### src/rtl/alu_op_sequencer.sv
// alu_op_sequencer
//   Registered, handshaked ALU-control decoder placed between decode and execute.
//   It decodes R-type, OP-IMM and M-extension ops into an ALU ctrl code. Each op
//   is held for its execute latency and then presented with a valid/ready
//   handshake. Upstream is stalled while a multi-cycle MUL/DIV op is in flight.
//
// Ports
//   clk_i        clock, rising edge
//   rst_ni       asynchronous reset, active-low
//   flush_i      synchronous kill of the in-flight or held op
//   in_valid_i   upstream op valid
//   in_ready_o   op can be accepted this cycle
//   opcode_i     instr[6:0]
//   funct3_i     instr[14:12]
//   funct7_i     instr[31:25]
//   out_valid_o  ctrl/is_imm/illegal are valid
//   out_ready_i  downstream consumes the result
//   ctrl_o       ALU op code
//   is_imm_o     op is OP-IMM (operand B is the immediate)
//   illegal_o    unsupported opcode/funct combination
//   busy_o       multi-cycle op counting
//
// state | meaning
// ------+---------------------------------------------------------------
// IDLE  | nothing held, ready to accept
// WAIT  | multi-cycle op counting down its latency, upstream stalled
// DONE  | result presented, held until out_ready_i

module alu_op_sequencer #(
  parameter int CTRL_W   = 5,
  parameter int MUL_LAT  = 2,
  parameter int DIV_LAT  = 33,
  parameter int ENABLE_M = 1
) (
  input  logic              clk_i,
  input  logic              rst_ni,
  input  logic              flush_i,
  input  logic              in_valid_i,
  output logic              in_ready_o,
  input  logic [6:0]        opcode_i,
  input  logic [2:0]        funct3_i,
  input  logic [6:0]        funct7_i,
  output logic              out_valid_o,
  input  logic              out_ready_i,
  output logic [CTRL_W-1:0] ctrl_o,
  output logic              is_imm_o,
  output logic              illegal_o,
  output logic              busy_o
);

  localparam int MAX_LAT = (MUL_LAT > DIV_LAT) ? MUL_LAT : DIV_LAT;
  localparam int CNT_W   = $clog2(MAX_LAT + 1);

  localparam logic [1:0] ST_IDLE = 2'd0;
  localparam logic [1:0] ST_WAIT = 2'd1;
  localparam logic [1:0] ST_DONE = 2'd2;

  localparam logic [1:0] CLS_ONE = 2'd0;
  localparam logic [1:0] CLS_MUL = 2'd1;
  localparam logic [1:0] CLS_DIV = 2'd2;

  localparam logic [6:0] OPC_OP     = 7'b0110011;
  localparam logic [6:0] OPC_OP_IMM = 7'b0010011;
  localparam logic [6:0] F7_BASE    = 7'b0000000;
  localparam logic [6:0] F7_ALT     = 7'b0100000;
  localparam logic [6:0] F7_MULDIV  = 7'b0000001;

  logic [1:0]        state_q, state_d;
  logic [CNT_W-1:0]  cnt_q, cnt_d;
  logic [CTRL_W-1:0] ctrl_q, ctrl_d;
  logic              imm_q, imm_d;
  logic              ill_q, ill_d;

  logic [4:0]        dec_code;
  logic              dec_imm;
  logic              dec_ill;
  logic [1:0]        dec_cls;
  logic              dec_multi;
  logic [CNT_W-1:0]  dec_load;
  logic              accept;

  // Combinational decode of the presented instruction fields.
  always_comb begin
    dec_code = 5'd0;
    dec_imm  = 1'b0;
    dec_ill  = 1'b1;
    dec_cls  = CLS_ONE;
    if (opcode_i == OPC_OP) begin
      if (funct7_i == F7_BASE) begin
        dec_ill = 1'b0;
        case (funct3_i)
          3'b000:  dec_code = 5'd0;
          3'b001:  dec_code = 5'd5;
          3'b010:  dec_code = 5'd8;
          3'b011:  dec_code = 5'd9;
          3'b100:  dec_code = 5'd4;
          3'b101:  dec_code = 5'd6;
          3'b110:  dec_code = 5'd3;
          default: dec_code = 5'd2;
        endcase
      end else if (funct7_i == F7_ALT) begin
        if (funct3_i == 3'b000) begin
          dec_ill  = 1'b0;
          dec_code = 5'd1;
        end else if (funct3_i == 3'b101) begin
          dec_ill  = 1'b0;
          dec_code = 5'd7;
        end
      end else if ((funct7_i == F7_MULDIV) && (ENABLE_M != 0)) begin
        dec_ill = 1'b0;
        dec_cls = funct3_i[2] ? CLS_DIV : CLS_MUL;
        case (funct3_i)
          3'b000:  dec_code = 5'd10;
          3'b001:  dec_code = 5'd11;
          3'b010:  dec_code = 5'd13;
          3'b011:  dec_code = 5'd12;
          3'b100:  dec_code = 5'd14;
          3'b101:  dec_code = 5'd15;
          3'b110:  dec_code = 5'd16;
          default: dec_code = 5'd17;
        endcase
      end
    end else if (opcode_i == OPC_OP_IMM) begin
      // funct7 only qualifies the shifts; elsewhere those bits are immediate.
      dec_ill = 1'b0;
      dec_imm = 1'b1;
      case (funct3_i)
        3'b000: dec_code = 5'd0;
        3'b010: dec_code = 5'd8;
        3'b011: dec_code = 5'd9;
        3'b100: dec_code = 5'd4;
        3'b110: dec_code = 5'd3;
        3'b111: dec_code = 5'd2;
        3'b001: begin
          if (funct7_i == F7_BASE) begin
            dec_code = 5'd5;
          end else begin
            dec_ill = 1'b1;
            dec_imm = 1'b0;
          end
        end
        default: begin
          if (funct7_i == F7_BASE) begin
            dec_code = 5'd6;
          end else if (funct7_i == F7_ALT) begin
            dec_code = 5'd7;
          end else begin
            dec_ill = 1'b1;
            dec_imm = 1'b0;
          end
        end
      endcase
    end
  end

  always_comb begin
    dec_multi = 1'b0;
    dec_load  = '0;
    if (dec_cls == CLS_MUL) begin
      dec_multi = (MUL_LAT > 1);
      dec_load  = CNT_W'(MUL_LAT - 1);
    end else if (dec_cls == CLS_DIV) begin
      dec_multi = (DIV_LAT > 1);
      dec_load  = CNT_W'(DIV_LAT - 1);
    end
  end

  assign in_ready_o  = (state_q == ST_IDLE) | ((state_q == ST_DONE) & out_ready_i);
  assign accept      = in_valid_i & in_ready_o;
  assign out_valid_o = (state_q == ST_DONE);
  assign busy_o      = (state_q == ST_WAIT);
  assign ctrl_o      = ctrl_q;
  assign is_imm_o    = imm_q;
  assign illegal_o   = ill_q;

  always_comb begin
    state_d = state_q;
    cnt_d   = cnt_q;
    ctrl_d  = ctrl_q;
    imm_d   = imm_q;
    ill_d   = ill_q;
    if (flush_i) begin
      // Flush kills the handshake but leaves the last decoded fields visible.
      state_d = ST_IDLE;
      cnt_d   = '0;
    end else begin
      case (state_q)
        ST_IDLE: ;
        ST_WAIT: begin
          if (cnt_q == CNT_W'(1)) begin
            state_d = ST_DONE;
            cnt_d   = '0;
          end else begin
            cnt_d = cnt_q - CNT_W'(1);
          end
        end
        ST_DONE: if (out_ready_i) state_d = ST_IDLE;
        default: state_d = ST_IDLE;
      endcase
      // Accept in DONE overrides the return to IDLE: back-to-back with no bubble.
      if (accept) begin
        ctrl_d = CTRL_W'(dec_code);
        imm_d  = dec_imm;
        ill_d  = dec_ill;
        if (dec_multi) begin
          state_d = ST_WAIT;
          cnt_d   = dec_load;
        end else begin
          state_d = ST_DONE;
          cnt_d   = '0;
        end
      end
    end
  end

  always_ff @(posedge clk_i or negedge rst_ni) begin
    if (!rst_ni) begin
      state_q <= ST_IDLE;
      cnt_q   <= '0;
      ctrl_q  <= '0;
      imm_q   <= 1'b0;
      ill_q   <= 1'b0;
    end else begin
      state_q <= state_d;
      cnt_q   <= cnt_d;
      ctrl_q  <= ctrl_d;
      imm_q   <= imm_d;
      ill_q   <= ill_d;
    end
  end

endmodule

### config.mk
export PLATFORM = sky130hd
export DESIGN_NAME = alu_op_sequencer
export DESIGN_NICKNAME = d
export VERILOG_FILES = /design/src/rtl/alu_op_sequencer.sv
export SDC_FILE = /design/constraint.sdc
export NUM_CORES = 1
export LEC_CHECK = 0
export CORE_MARGIN = 2
export CORE_UTILIZATION = 50
export DETAILED_ROUTE_END_ITERATION = 6
export PLACE_DENSITY = 0.8
export SLEW_MARGIN = 0
export SYNTH_ARGS = -nofsm -noshare
export SYNTH_HDL_FRONTEND = slang
export SYNTH_SLANG_ARGS = --single-unit
### constraint.sdc
create_clock -name clk_i -period 2.6 [get_ports clk_i]
set_input_delay 0.78 -clock clk_i [delete_from_list [all_inputs] [get_ports clk_i]]
set_output_delay 0.78 -clock clk_i [all_outputs]
set_load 0.05 [all_outputs]
# ---- Yosys cells after proc, flatten, opt, wreduce, memory -nomap -nowiden
# Cells that the tools add are included.
dict set report classes {
  n_reduce_logical 7
  bitwise_logic 4
  n_mux 50
  eq_ne 19
  n_addsub 1
}
# op count
set op_table {}
lappend op_table {{case mux 4 bit (7 select lines)} 2}
lappend op_table {{2-to-1 mux 6 bit} 7}
lappend op_table {{case mux 5 bit (7 select lines)} 1}
lappend op_table {{2-to-1 mux 2 bit} 10}
lappend op_table {{2-to-1 mux 5 bit} 4}
lappend op_table {{2-to-1 mux 1 bit} 17}
lappend op_table {{2-to-1 mux 3 bit} 5}
lappend op_table {{== test 7 x 6 -> 1 bit, second input constant} 2}
lappend op_table {{== test 3 bit, second input constant} 4}
lappend op_table {{inequality test 4 x 2 -> 1 bit, second input constant} 2}
lappend op_table {{== test 7 x 1 -> 1 bit, second input constant} 1}
lappend op_table {{== test 7 x 5 -> 1 bit, second input constant} 1}
lappend op_table {{logical NOT 7 bit} 1}
lappend op_table {{== test 3 x 2 -> 1 bit, second input constant} 2}
lappend op_table {{== test 6 x 1 -> 1 bit, second input constant} 1}
lappend op_table {{case mux 2 bit (3 select lines)} 1}
lappend op_table {{OR reduction 6 bit} 1}
lappend op_table {{subtractor 6 x 1 -> 6 bit, second input constant} 1}
lappend op_table {{== test 2 x 1 -> 1 bit, second input constant} 2}
lappend op_table {{== test 2 bit, second input constant} 2}
lappend op_table {{2-to-1 mux 4 bit} 1}
lappend op_table {{case mux 1 bit (2 select lines)} 2}
lappend op_table {{== test 3 x 1 -> 1 bit, second input constant} 1}
lappend op_table {{logical NOT 3 bit} 1}
lappend op_table {{8 further kinds} 9}
dict set report word_totals {
  wordCells 86
  regBits 15
  output_inout_bits 10
  inputBits 22
}

# ---- Depth between registers and ports, before layout
# Gate-level depths: netlist (run 1).
dict set report depth {
  word_depth 11
  mapped_depth 9
  depth_no_buf 9
}

# ---- Least setup slack after synthesis (run 1)
# OpenSTA, ideal clock, no wires.
dict set report synth_path {
  kind {input to output}
  start {input out_ready_i}
  end {output in_ready_o}
  n_path_buf 0
  arrival_ns 1.666
  path_slack_ns 0.154
  path_stages 2
  required_time_ns 1.820
  cell_sequence {or2b_1 > nor2b_1}
}
dict set report synth_between {
  elab_chain_cells 2
}
# element line
set synth_rtl {}
lappend synth_rtl {{from (decl)} 44} ;# input logic out_ready_i,
lappend synth_rtl {{AND 1 bit} 168} ;# assign in_ready_o = (state_q == ST_IDLE) | ((state_q == ST_DONE) & out_ready_i);
lappend synth_rtl {{bitwise OR 1 bit} 168}
lappend synth_rtl {{to (decl)} 39} ;# output logic in_ready_o,
# No other way between the ends.

# ---- Worst setup path in the final report (run 1)
dict set report layout_path {
  start {input funct7_i[4]}
  end {register state_q[0]}
}
dict set report layout_between {
  elab_chain_cells 11
  elab_cells_between_ends 14
}
# element line
set layout_rtl {}
lappend layout_rtl {{from (decl)} 42} ;# input logic [6:0] funct7_i,
lappend layout_rtl {{== test 7 x 1 -> 1 bit} 109} ;# end else if ((funct7_i == F7_MULDIV) && (ENABLE_M != 0)) begin
lappend layout_rtl {{2-to-1 mux 2 bit} 109}
lappend layout_rtl {{2-to-1 mux 2 bit} 101} ;# end else if (funct7_i == F7_ALT) begin
lappend layout_rtl {{2-to-1 mux 2 bit *} 89} ;# if (funct7_i == F7_BASE) begin
lappend layout_rtl {{2-to-1 mux 2 bit *} 88} ;# if (opcode_i == OPC_OP) begin
lappend layout_rtl {{== test 2 bit} 162} ;# end else if (dec_cls == CLS_DIV) begin
lappend layout_rtl {{2-to-1 mux 1 bit} 162}
lappend layout_rtl {{2-to-1 mux 1 bit *} 159} ;# if (dec_cls == CLS_MUL) begin
lappend layout_rtl {{2-to-1 mux 2 bit *} 205} ;# if (dec_multi) begin
lappend layout_rtl {{2-to-1 mux 2 bit *} 201} ;# if (accept) begin
lappend layout_rtl {{2-to-1 mux 2 bit *} 182} ;# if (flush_i) begin
lappend layout_rtl {{to (signal assigned)} 224} ;# state_q <= state_d;
lappend layout_rtl {{to (decl)} 68} ;# logic [1:0] state_q, state_d;
# Mark *: on every way between the ends. The rest lies on a longest branch, timed or not.
# A chain may end at the register's enable or synchronous reset.

==> results of run 1 <==
worst min-delay path, delay by kind of cell, from the launching register on:
kind            cells  cell delay [ns]
simple gates        1             0.05
compound gates      1             0.05
flops               1             0.35
sequential cells by signal (all words and copies together), names as in the netlist:
signal,flops
cnt_q,6
ctrl_o,5
state_q,2
illegal_o,1
is_imm_o,1
final timing paths:
check	startpoint	endpoint	slack (ns)	depth (start not counted)
max	funct7_i[4]	state_q[0]$_DFFE_PN0P_	0.07	9
min	illegal_o$_DFFE_PN0P_	illegal_o$_DFFE_PN0P_	0.49	2
max reg2reg	cnt_q[1]$_DFFE_PN0P_	cnt_q[2]$_DFFE_PN0P_	0.81	6
min reg2reg	illegal_o$_DFFE_PN0P_	illegal_o$_DFFE_PN0P_	0.49	2
max in group asynchronous	rst_ni	ctrl_o[2]$_DFFE_PN0P_	1.25	1
min in group asynchronous	rst_ni	cnt_q[3]$_DFFE_PN0P_	0.90	1
metal layers:
| layer | global-route usage [%] | share of wire (%) | vias to the layer above |
|---|---|---|---|
| li1 | - | - | 600 |
| met1 | 28.62 | 44 | 547 |
| met2 | 36.50 | 51 | 37 |
| met3 | 4.310 | 4.8 | 0 |
| met4 | 4.825 | 0 | 0 |
| met5 | 0 | 0 | - |
through the flow:
stage | instance area [sq um] | util (%) | instances
2_1_floorplan | 1156 | - | 141
3_3_place_gp | 1579 | 72.07 | 207
3_5_place_dp | 1579 | 72.07 | 207
4_1_cts | 1607 | 73.33 | 211
5_1_grt | 1643 | 74.99 | 213
6_report | 1643 | 74.99 | 213
layout by cell type (no fill, tap or decap), drive strengths merged, types with 6 or more instances in the layout:
| master | count |
|---|---|
| inv | 7 |
| o21ai | 13 |
| dfrtp | 15 |
| nor3 | 7 |
| nand2 | 14 |
| a21oi | 7 |
| buf | 18 |
| nor2 | 11 |
| clkdlybuf4s50 | 27 |
| nor2b | 6 |
cell families after synthesis:
kind of cell	after synthesis	synth area share, %
mux	2	1.948
compound gates	37	20.78
xor+xnor	2	1.515
flops	15	32.47
fa+ha+maj	4	4.329
simple gates	67	33.66
buf+inv	14	5.303
where the power goes:
| part | internal [W] | leakage [nW] | total (W) | switching, W |
|---|---|---|---|---|
| clock network | 0.0000570 | 0.0177 | 0.000134 | 0.0000765 |
| logic | 0.0000838 | 0.514 | 0.000168 | 0.0000846 |
| registers | 0.000244 | 0.203 | 0.000255 | 0.0000107 |
what timing repair did:
action | in CTS | in global routing
resized for setup | 0 | 5
hold buffers | 0 | 0
buffers inserted | 0 | 2
endpoints found under the setup margin | 0 | 2
final cells by class:
| cell class | instances | area (sq um) |
|---|---|---|
| tap | 28 | 35.03 |
| inverter | 7 | 26.28 |
| sequential | 15 | 375.4 |
| multi-input combinational | 112 | 735.7 |
| clock buffer | 3 | 22.52 |
| fill | 178 | 548.0 |
| clock inverter | 1 | 5.005 |
| timing repair buffer | 47 | 442.9 |
==> reports/qor.yml, run 1 <==
status: "finished clean"
synth_seq_cells: 15
io_buffers: 31
total_power_w: 0.0005566
post-route-period-util_pct: 97.25
max_stage_delay_ns: 0.39
die_h_um: 52.09
maxCapViolCount: 0
drc_errors: 0
crit_arrival_ns: 2.75
synth_top_area_cell: "dfrtp_1"
n_antenna_cell: 0
clk_pin_slew_ns: 0.10
synth_top_area_share_pct: 32.47
synth_flop_cell: "dfrtp_1"
viasPerCell: 5.559
ioPinCount: 32
dr.pass1.iters: 4
tightestPinTransition_ns: 0.6909
p_per_area_nw_per_um2: 338.8
syn_area_sq_um: 1156
grt_max_degree: 16
critPathMaxFanout: 3
worst_slack_ns: 0.07142
synthTopCellsByCount: "dfrtp_1, nand2_1, nor2_1"
final_nets: 212
cts_max_level: 1
min-delay-path-class: "reg2reg"
fmax_mhz: 395.5
finalClockSkew_ns: 0.006723
synth_cells: 141
numCtsBuffers: 3
p_leak_nw: 0.7352
crit_path_end_kind: "register"
grt_overflow: 0
setup_viol: 0
wirelength_mm: 2.734
slew_violations: 0
ys_seq_area_share_pct: 32.47
die_x_um: 52.09
min_period_ns: 2.529
synthArstFlopShare_pct: 100.0
core_area_sq_um: 2191
clock-root-buffer: "clkbuf_4"
synth.distinct_cells: 46
post-place-ws_ns: -0.2592
rows: 17
cts_buffer_depth: 2
timing.hold.ws_ns: 0.4854
crit_family: "simple AND/OR/NAND/NOR gates"
ir_drop_mv: 0.2054
syn_nets: 167
cp_slowest_cell: "clkdlybuf4s50_1"
crit_path_start_kind: "primary input"
yosysMostFrequentCell: "dfrtp_1"
grt_pass1_vias: 1066
fin_setup_tns_ns: 0
fp.dieArea_sq_um: 2713
vias: 1184
wl_per_cell_um: 12.84
gp_congestion: 0.9051
cts_tree: "yes"
syn_avg_cell_area_sq_um: 8.199
drt_iter0_drc: 35
yosys_warnings: 0
initial_core_util_pct: 52.77
crit_type: "in2reg"
required_ns: 2.82
insertion_delay_ns: 0.28
final_hold_viol_count: 0
cp_cell_sequence: "clkdlybuf4s50_1 > or3_4 > nor4b_2 > and3_1 > nand2_1 > ha_1 > buf_4 > o22a_1 > nor2_1"
synth_area_leaders: "dfrtp_1, nand2_1, ha_1, nor2_1, nor2b_1"
slew_headroom_pct: 53.80
ant_nets: 0
grt_pass1_wl_mm: 4.450
area_growth_pct: 42.10
grtUsageTotal_pct: 21.72
antenna_found_initial: 0
clkSinkCount: 15
drive_above_1_share_pct: 17.30
crit_buf_inv: 2
synth_edf_count: 0
dp_hpwl_mm: 2.134
Note: power is estimated with default switching activity, not from simulation.
==> inputs of run 2 (changes only) <==
--- a/config.mk
+++ b/config.mk
@@ -6,9 +6,9 @@
 export NUM_CORES = 1
 export LEC_CHECK = 0
 export CORE_MARGIN = 2
-export CORE_UTILIZATION = 50
+export CORE_UTILIZATION = 40
 export DETAILED_ROUTE_END_ITERATION = 6
-export PLACE_DENSITY = 0.8
+export PLACE_DENSITY = 0.66
 export SLEW_MARGIN = 0
 export SYNTH_ARGS = -nofsm -noshare
 export SYNTH_HDL_FRONTEND = slang
==> run 2 against run 1 <==
Compared with the run above: worst hold slack gained 0.0026 ns; non-clock buffer count fell by 1; combinational power about the same; clock-buffer cell count is 1 higher; power grew 0.64%; die area up 23%.
==> reports/qor.yml, run 2 (synthesis results as in run 1) <==
fp.dieArea_sq_um: 3336
crit_arrival_ns: 1.73
min-delay-path-class: "reg2reg"
critPathCapture: "in_ready_o"
reg2reg_slack_ns: 0.87
p_per_area_nw_per_um2: 335.1
cts_max_level: 1
cts_buffer_depth: 2
final_hold_viol_count: 0
numCtsBuffers: 3
grt_pass1_wl_mm: 4.974
wl_per_cell_um: 13.29
clock-root-buffer: "clkbuf_4"
slew_violations: 0
die_h_um: 57.76
final_nets: 211
gp_congestion: 0.8677
reg2reg_to: "cnt_q[3]$_DFFE_PN0P_"
crit_type: "in2out"
clk_pin_slew_ns: 0.08
drc_errors: 0
tightestPinTransition_ns: 0.6762
rsz0062_at_grt: "false"
slew_headroom_pct: 54.78
dr.pass1.iters: 4
clkSinkCount: 15
ant_nets: 0
total_power_w: 0.0005602
final_core_util_pct: 60.62
layout_common_cells: "clkdlybuf4s50_1, buf_4, dfrtp_1"
final_area_sq_um: 1672
top_register: "cnt_q"
setup_viol: 0
drive_above_1_share_pct: 18.48
grt_overflow: 0
cp-startpoint: "out_ready_i"
insertion_delay_ns: 0.29
crit_path_start_kind: "primary input"
p_leak_nw: 0.7493
core_area_sq_um: 2758
n_fill_cell: 242
drt_iter0_drc: 38
rows: 19
grt_pass1_vias: 1150
n_antenna_cell: 0
fmax_mhz: 398.4
grtUsageTotal_pct: 18.90
ioPinCount: 32
worst-r2r-cell-count: 6
placed_area_sq_um: 1583
critPathMaxFanout: 2
wirelength_mm: 2.858
required_ns: 1.82
io_buffers: 31
maxCapViolCount: 0
grt_max_degree: 16
status: "finished clean"
layout_commonest_cell: "clkdlybuf4s50_1"
vias: 1196
initial_core_util_pct: 41.92
largest_reg_flops: 6
post-route-period-util_pct: 96.55
timing.hold.ws_ns: 0.4879
cts_tree: "yes"
worst_r2r_startpoint: "cnt_q[1]$_DFFE_PN0P_"
crit_path_end_kind: "primary output"
fin_setup_tns_ns: 0
finalClockSkew_ns: 0.01884
ir_drop_mv: 0.2618
post_cts_hold_buffer_count: 0
viasPerCell: 5.563
die_x_um: 57.76
area_growth_pct: 44.59
antenna_found_initial: 0
dp_hpwl_mm: 2.207
min_from: "ctrl_o[0]$_DFFE_PN0P_"
min_period_ns: 2.510
[run 2: changes by cell type in the layout (fill, tap and decap cells not counted), sizes merged]
cell / previous run / this run
buf: 18 / 17
dlymetal6s2s: 2 / 3
clkbuf: 3 / 4
clkdlybuf4s50: 27 / 26
clkinv: 1 / 0
[run 2: metal layers]
layer	GRT usage (%)	vias to the layer above	routed length, um	part of all wire (%)
met5	0	-	0	0
met4	10.63	0	27	0.94
met3	2.232	2	130	4.5
met2	30.19	41	1382	48
met1	24.76	555	1318	46
li1	-	598	-	-
[run 2: worst max-delay path, cell delays in order]
cell and delay, ns:
clkdlybuf4s50_1 0.45, or2b_1 0.10, nor2b_1 0.22, buf_12 0.17
[run 2: final cells by class]
type                    instances  area (sq um)  share of cell area [%]
multi-input cells             112         767.0                   45.88
clock buffers                   4         26.28                   1.572
flip-flops and latches         15         375.4                   22.46
repair buffers                 46         437.9                   26.20
inverters                       7         26.28                   1.572
well taps                      31         38.79                   2.320
[run 2: how the worst min path moves through the flow]
stage / cells after the start / end
5_1_grt: 1 / is_imm_o$_DFFE_PN0P_
3_3_place_gp: 2 / ctrl_o[3]$_DFFE_PN0P_
3_5_place_dp: 2 / ctrl_o[0]$_DFFE_PN0P_
4_1_cts: 2 / ctrl_o[0]$_DFFE_PN0P_
6_report: 2 / ctrl_o[0]$_DFFE_PN0P_
2_1_floorplan: 0 / cnt_q[0]$_DFFE_PN0P_
[run 2: what timing repair did]
item / CTS / global route
setup endpoints to repair: 0 / 2
buffers inserted: 0 / 1
resized for setup: 0 / 12
[run 2: report_power, final]
group | leakage, nW | internal (W) | total (W) | switching (W)
logic | 0.531 | 0.0000841 | 0.000169 | 0.0000854
registers | 0.203 | 0.000244 | 0.000256 | 0.0000121
clock network | 0.0150 | 0.0000595 | 0.000135 | 0.0000752
total | 0.749 | 0.000387 | 0.000560 | 0.000173
[run 2: per-stage QoR]
stage / setup WS, ns / cells
global placement: -0.2279 / 210
detailed placement: -0.2794 / 210
global route: 0.05063 / 215
finish: 0.08974 / 215
floorplan: 0.1544 / 141
CTS: 0.03226 / 214
==> inputs of run 3 (changes only) <==
--- a/config.mk
+++ b/config.mk
@@ -8,6 +8,7 @@
 export CORE_MARGIN = 2
 export CORE_UTILIZATION = 40
 export DETAILED_ROUTE_END_ITERATION = 6
+export MAX_ROUTING_LAYER = met4
 export PLACE_DENSITY = 0.66
 export SLEW_MARGIN = 0
 export SYNTH_ARGS = -nofsm -noshare
==> constraint.sdc (replaced) <==
create_clock -name clk_i -period 2.9 [get_ports clk_i]
set_input_delay 0.87 -clock clk_i [delete_from_list [all_inputs] [get_ports clk_i]]
set_output_delay 0.87 -clock clk_i [all_outputs]
set_load 0.05 [all_outputs]
==> run 3 against run 2 <==
Compared with the run above: power fell by 9.9%; via count fell by 1.2%; utilization down 2.9 points; sequential power fell by 10%; die area unchanged; register-to-register slack improved by 0.30 ns; clock-buffer cell count stayed put; cell area is 4.8% lower; largest cell class unchanged; highest routed layer unchanged.
==> reports/qor.yml, run 3 (synthesis results as in run 1) <==
post-place-ws_ns: -0.07338
layout_commonest_cell: "clkdlybuf4s50_1"
grt_max_degree: 16
cts_max_level: 1
clk_pin_slew_ns: 0.09
min_period_ns: 2.674
p_per_area_nw_per_um2: 317.1
post-route-period-util_pct: 92.21
cts_tree: "yes"
rows: 19
ir_drop_mv: 0.2066
io_buffers: 31
dp_hpwl_mm: 2.273
largest_reg_flops: 6
gp_congestion: 0.8682
die_h_um: 57.76
top_usage_layer: "met2"
cts_resized: 0
ioPinCount: 32
dr.pass1.iters: 4
n_fill_cell: 257
wl_per_cell_um: 13.44
whs_path_depth: 2
fp.dieArea_sq_um: 3336
min-delay-path-class: "reg2reg"
cts_buffer_depth: 2
p_leak_nw: 0.7018
setup_viol: 0
crit_path_end_kind: "primary output"
drc_errors: 0
maxCapViolCount: 0
final_hold_viol_count: 0
post_cts_hold_buffer_count: 0
clkSinkCount: 15
area_growth_pct: 37.66
layout_common_cells: "clkdlybuf4s50_1, dfrtp_1, nand2_1"
crit_path_start_kind: "primary input"
finalClockSkew_ns: 0.003419
wirelength_mm: 2.835
die_x_um: 57.76
slew_violations: 0
grt_pass1_wl_mm: 4.995
grtUsageTotal_pct: 19.72
crit_arrival_ns: 1.80
antenna_found_initial: 0
critPathMaxFanout: 2
viasPerCell: 5.602
top_register: "cnt_q"
grtUsageMet1_pct: 24.51
vias: 1182
dp.cells: 207
timing.hold.ws_ns: 0.4922
tightestPinTransition_ns: 0.6896
n_antenna_cell: 0
insertion_delay_ns: 0.30
grt_overflow: 0
rsz0062_at_grt: "false"
drt_iter0_drc: 65
final_nets: 207
crit_type: "in2out"
worst-r2r-cell-count: 6
grt_use_met3_pct: 2.009
required_ns: 2.03
numCtsBuffers: 3
clock-root-buffer: "clkbuf_4"
status: "finished clean"
final_cells: 211
worst_slack_ns: 0.2260
initial_core_util_pct: 41.92
fmax_mhz: 374.0
reg2reg_slack_ns: 1.17
slew_headroom_pct: 53.88
grt_pass1_vias: 1171
post_cts_buffers: 0
core_area_sq_um: 2758
ant_nets: 0
drive_above_1_share_pct: 12.22
gr-usage-met2_pct: 31.01
==> run 3: cell count changes in the layout (fill, tap and decap cells not counted), moves of 2 or more <==
cell	previous run	this run
nand2_1	12	14
dlymetal6s2s_1	3	1
clkdlybuf4s50_1	26	29
buf_4	16	11
==> run 3: critical path, cell delays in order <==
cell and delay [ns]:
clkdlybuf4s50_1 0.45, or2b_1 0.10, nor2b_1 0.22, buf_12 0.17
==> run 3: per-stage QoR <==
step	TNS (ns)	instance area, sq um	power, W	utilization (%)
2_1_floorplan	0	1156	0.0003152	-
3_3_place_gp	-0.007014	1563	0.0003764	56.67
3_5_place_dp	-0.07338	1563	0.0003822	56.67
4_1_cts	0	1589	0.0005084	57.62
5_1_grt	0	1592	0.0005277	57.71
6_report	0	1592	0.0005046	57.71
==> run 3: report_power, final <==
| part | internal (W) | total, W | switching [W] |
|---|---|---|---|
| combinational | 0.0000744 | 0.000149 | 0.0000747 |
| clock | 0.0000537 | 0.000126 | 0.0000722 |
| sequential | 0.000219 | 0.000230 | 0.0000109 |
| total | 0.000347 | 0.000505 | 0.000158 |
==> run 3: final timing paths <==
kind,startpoint,to
worst max-delay path,out_ready_i,in_ready_o
worst min-delay path,ctrl_o[4]$_DFFE_PN0P_,ctrl_o[4]$_DFFE_PN0P_
worst max register to register,cnt_q[1]$_DFFE_PN0P_,cnt_q[3]$_DFFE_PN0P_
worst min register to register,ctrl_o[4]$_DFFE_PN0P_,ctrl_o[4]$_DFFE_PN0P_
max in group asynchronous,rst_ni,ctrl_o[0]$_DFFE_PN0P_
min in group asynchronous,rst_ni,cnt_q[1]$_DFFE_PN0P_
==> run 3: cell type report <==
cell class / count / area (sq um) / share of cell area [%]
inverters: 7 / 26.28 / 1.651
multi-input cells: 112 / 719.4 / 45.20
well taps: 31 / 38.79 / 2.437
repair buffers: 42 / 405.4 / 25.47
flip-flops and latches: 15 / 375.4 / 23.58
clock buffers: 4 / 26.28 / 1.651
==> run 3: layer usage <==
layer / share of wire (%) / wire (um) / up-vias
met1: 44 / 1255 / 548
met3: 5.4 / 153 / 5
li1: - / - / 585
met4: 2.5 / 70 / 0
met2: 48 / 1355 / 44
met5: 0 / 0 / -
